$ cat src/rtl/lfsr_prng.sv
// lfsr_prng: parametrised Fibonacci LFSR pseudo-random source.
// Provides seed load, gated stepping, an edge-detected sample strobe that
// captures the current and previous states, a lock-up flag and a pulse that
// marks the return to the start state.
// Optional feature macro: LFSR_ZERO_GUARD_EN (all-zero state is replaced by SEED).
module lfsr_prng #(
  parameter int              WIDTH = 14,
  parameter logic [WIDTH-1:0] TAPS = WIDTH'(14'h2221),
  parameter logic [WIDTH-1:0] SEED = WIDTH'(14'h0001)
) (
  input  logic             sysclk,
  input  logic             rst,
  input  logic             step_en,
  input  logic             load,
  input  logic [WIDTH-1:0] seed_in,
  input  logic             sample,
  output logic [WIDTH-1:0] data_out,
  output logic [WIDTH-1:0] data_2_dis,
  output logic             sample_vld,
  output logic             lockup,
  output logic             wrap
);

  // Shift left, parity of the tapped bits enters at bit 0.
  function automatic logic [WIDTH-1:0] f_lfsr_next(input logic [WIDTH-1:0] s);
    return {s[WIDTH-2:0], ^(s & TAPS)};
  endfunction

  logic [WIDTH-1:0] r_sreg;
  logic [WIDTH-1:0] r_start;
  logic [WIDTH-1:0] r_prev;
  logic             r_sample_q;
  logic [WIDTH-1:0] r_data_out;
  logic [WIDTH-1:0] r_data_2_dis;
  logic             r_sample_vld;
  logic             r_wrap;

  logic [WIDTH-1:0] w_sreg_nxt;
  logic [WIDTH-1:0] w_start_nxt;
  logic             w_upd;
  logic             w_wrap_nxt;
  logic             w_edge;

  // Next LFSR state: load has priority over step; hold otherwise.
  always_comb begin
    w_sreg_nxt  = r_sreg;
    w_start_nxt = r_start;
    w_upd       = 1'b0;
    w_wrap_nxt  = 1'b0;
    if (load) begin
      w_upd = 1'b1;
`ifdef LFSR_ZERO_GUARD_EN
      w_sreg_nxt = (seed_in == '0) ? SEED : seed_in;
`else
      w_sreg_nxt = seed_in;
`endif
      w_start_nxt = w_sreg_nxt;
    end else if (step_en) begin
      w_upd = 1'b1;
`ifdef LFSR_ZERO_GUARD_EN
      w_sreg_nxt = (r_sreg == '0) ? SEED : f_lfsr_next(r_sreg);
`else
      w_sreg_nxt = f_lfsr_next(r_sreg);
`endif
      w_wrap_nxt = (w_sreg_nxt == r_start);
    end
  end

  assign w_edge = sample & ~r_sample_q;

  // LFSR state, start value, previous state and wrap pulse.
  always_ff @(posedge sysclk) begin
    if (rst) begin
      r_sreg  <= SEED;
      r_start <= SEED;
      r_prev  <= '0;
      r_wrap  <= 1'b0;
    end else begin
      r_sreg  <= w_sreg_nxt;
      r_start <= w_start_nxt;
      if (w_upd) r_prev <= r_sreg;
      r_wrap  <= w_wrap_nxt;
    end
  end

  // Sample edge detect; captures pre-update state and previous state.
  always_ff @(posedge sysclk) begin
    if (rst) begin
      r_sample_q   <= 1'b0;
      r_data_out   <= '0;
      r_data_2_dis <= '0;
      r_sample_vld <= 1'b0;
    end else begin
      r_sample_q   <= sample;
      r_sample_vld <= w_edge;
      if (w_edge) begin
        r_data_out   <= r_sreg;
        r_data_2_dis <= r_prev;
      end
    end
  end

`ifdef LFSR_ZERO_GUARD_EN
  // The guard makes the all-zero state unreachable.
  assign lockup = 1'b0;
`else
  logic r_lockup;

  // Lock-up flag tracks the all-zero state alongside the state register.
  always_ff @(posedge sysclk) begin
    if (rst) r_lockup <= 1'b0;
    else     r_lockup <= (w_sreg_nxt == '0);
  end

  assign lockup = r_lockup;
`endif

  assign data_out   = r_data_out;
  assign data_2_dis = r_data_2_dis;
  assign sample_vld = r_sample_vld;
  assign wrap       = r_wrap;

endmodule

$ cat config.mk
export PLATFORM = sky130hd
export DESIGN_NAME = lfsr_prng
export DESIGN_NICKNAME = d
export VERILOG_FILES = /design/src/rtl/lfsr_prng.sv
export SDC_FILE = /design/constraint.sdc
export NUM_CORES = 1
export LEC_CHECK = 0
export CAP_MARGIN = 0
export CORE_ASPECT_RATIO = 1.4
export CORE_MARGIN = 3
export CORE_UTILIZATION = 51
export CTS_BUF_LIST = sky130_fd_sc_hd__clkbuf_2
export DETAILED_ROUTE_END_ITERATION = 6
export PLACE_DENSITY = 0.77
export REMOVE_ABC_BUFFERS = 1
export SYNTH_ARGS = -nofsm -noshare
export SYNTH_HDL_FRONTEND = slang
export SYNTH_SLANG_ARGS = --single-unit
export TNS_END_PERCENT = 10
$ cat constraint.sdc
create_clock -name sysclk -period 1.5 [get_ports sysclk]
set_input_delay 0.3 -clock sysclk [delete_from_list [all_inputs] [get_ports sysclk]]
set_output_delay 0.3 -clock sysclk [all_outputs]
set_load 0.01 [all_outputs]
==> run_results.csv <==
group,metric,value,unit
routing,num_vias,2423,
critical_path,crit_path_top_delay_cell,"dfxtp_2",
flow_run,drv_cap,0,
placement,dp_cells,456,
routing,postRouteAntennaNets,0,
clock_tree,cts.sinks,74,
yosys,yosysTopAreaCell,"dfxtp_1",
layout,nets,419,
sta,fin_crit_sh,96.6,%
clock_tree,cts_root_buffer,"clkbuf_2",
pwr,ir_drop,0.000742,V
die,core,5570,sq um
die,initial_core_util,52.9,%
die,die_width,70.2,um
layout,final_area,3780,sq um
global_routing,grt_overflow,0,
yosys,syn_avg_cell_area,8.66,sq um
routing,drt_pass1_iterations,4,
sta,finalCriticalPeriod,1450,ps
die,die_y,95.9,um
layout,fin_cells,473,
critical_path,worstPathMaxFanout,1,
sta,rsz0062_at_grt,"false",
layout,drive_gt1_share,21.5,%
critical_path,max_stage_delay,370,ps
sta,skew,15.6,ps
clock_tree,clockBufferDepth,2,
global_routing,grtUsageTotal,20.1,%
routing,dr.first_iter.drc_count,213,
global_routing,antenna_found_initial,0,
global_routing,grt_max_degree,56,
sta,relSlewSlack,76.8,%
placement,gp_congestion,0.846,
placement,hpwl,4510,um
yosys,synth_area,2950,sq um
routing,drc,0,
routing,wl,6490,um
placement,dpl_cell_area,3580,sq um
critical_path,path_cells,"dlygate4sd2_1",
pwr,power.density,1040,nW/um^2
critical_path,cp_top_family,"flip-flops",
clock_tree,htreeDepth,3,
pwr,power,0.00394,W
layout,n_antenna_cell,0,
sta,drv_slew,0,
sta,fin_hold_ws,161,ps
yosys,synthCells,340,
global_routing,grt_pass1_wl,10700,um
critical_path,r2r_slack,80,ps
sta,max_freq,690,MHz
critical_path,arrival,1150,ps
hold_path,holdCritPathClass,"in -> reg",
yosys,synthTopCellsByArea,"dfxtp_1 50%, nand2_1 11%, a21oi_1 8.8%",
hold_path,hold_path_depth,3,
critical_path,path_buf_inv,1,
clock_tree,insertion_delay,510,ps
yosys,ys_ff_latch,74,
routing,wl_per_cell,13.7,um
yosys,ys_seq_area_share,50.3,%
sta,setup_viol,0,
sta,hold_viol,0,
layout,final_util,67.9,%
layout,area_delta_synth_final,28.2,%
pwr,p_leak,1.61,nW
clock_tree,numCtsBuffers,9,
global_routing,grt_pass1_vias,2338,
routing,viasPerCell,5.12,
sta,tightest_slew,344,ps
yosys,synth_top_area_share,50.3,%
die,fp-row-count,32,
placement,numPortBuffers,49,
critical_path,crit_type,"reg -> out",
critical_path,required,1200,ps
clock_tree,cts_tree,"done",
critical_path,start_kind,"flop",
yosys,synth_cell_types,30,
yosys,yosys_warnings,0,
critical_path,endpoint_kind,"output pin",
critical_path,r2r_cells,5,
outcome,status,"completed",
clock_tree,clkTransAtPathRegs,200,ps
die,pin_count,50,
die,die-area,6740,sq um
critical_path,cp_num_cells,1,
## cell usage in the layout (no fill, tap or decap), drive strengths merged, types with 2 or more instances in the layout
master and count:
a21oi 52, buf 27, bufinv 2, clkbuf 9, clkdlybuf4s15 20, clkdlybuf4s50 16
clkinv 4, dfxtp 74, dlygate4sd2 10, dlymetal6s2s 2, mux2 4, mux2i 24
nand2 87, nand2b 3, nand3 2, nand4 2, nor2 34, nor2b 3
nor4 4, o21a 2, xnor2 4, xor2 13
## synth_stat cells (all sizes together)
library cell / number
o21a: 2
nor4: 4
inv: 1
nor2: 34
nand3: 2
dfxtp: 74
mux2i: 24
and4: 1
nand4: 2
nand2: 87
xnor2: 4
a21oi: 52
buf: 14
clkbuf: 12
o21ai: 1
mux2: 4
or2: 1
nand2b: 3
xor2: 13
a211o: 1
nor2b: 3
nor4b: 1
## per-stage QoR
stage / setup TNS [ps] / setup slack [ps]
2_1_floorplan: -1390 / -49.7
3_3_place_gp: -7290 / -467
3_5_place_dp: -8750 / -579
4_1_cts: -250 / -250
5_1_grt: 0 / 0.925
6_report: 0 / 51.4
## metal layers
metal	global-route usage, %	share of wire [%]
met4	11.8	2.9
met2	34.0	50
met3	3.34	3.6
met5	0	0
met1	24.1	43
## cell families after synthesis
group	count (synthesis)	synth area share [%]
AOI/OAI and AO/OA	56	9.81
xor gates and xnor gates	17	5.06
buffers and inverters	27	5.69
DFF	74	50.3
muxes	28	9.69
and+or+nand+nor	138	19.5
## state kept, by name, indices dropped and copies added, names as in the netlist
register / cells
sample_vld: 1
r_sreg: 14
r_start: 14
r_prev: 14
wrap: 1
data_out: 14
r_sample_q: 1
data_2_dis: 14
lockup: 1
## where the power goes
part	switching (W)	internal, W	total [W]	leakage (nW)
clock	0.000720	0.000549	0.00127	0.0795
sequential	0.0000724	0.00206	0.00213	0.621
combinational	0.000264	0.000273	0.000538	0.912
total	0.00106	0.00288	0.00394	1.61
## timing repair
| action | 4_1_cts | 5_1_grt |
|---|---|---|
| gates resized for setup | 52 | 39 |
| endpoints found under the hold margin | 0 | 0 |
| hold buffers | 0 | 0 |
| setup endpoints to repair | 32 | 25 |
| buffers inserted | 0 | 1 |
| pin swaps | 0 | 1 |
## layout make-up
class	instances	area (sq um)
clock buffer	9	45.0
clock inverter	7	93.8
fill	471	1790
inverter	1	3.75
multi-input combinational	239	1310
sequential	74	1530
tap	68	85.1
timing repair buffer	75	714
## worst paths after layout
| kind | end | startpoint |
|---|---|---|
| max | lockup | lockup$_SDFF_PP0_ |
| min | r_sreg[0]$_SDFF_PP1_ | rst |
| max reg2reg | lockup$_SDFF_PP0_ | r_sreg[9]$_SDFF_PP0_ |
| min reg2reg | sample_vld$_SDFF_PP0_ | r_sample_q$_SDFF_PP0_ |
## worst register-to-register path, stage by stage, from the launching register on
cell and delay (ps):
dfxtp_2 400, mux2_1 290, mux2i_1 170, and4_2 250, nand3_1 100, nor4_2 140
Power figures use the tool's default switching activity.
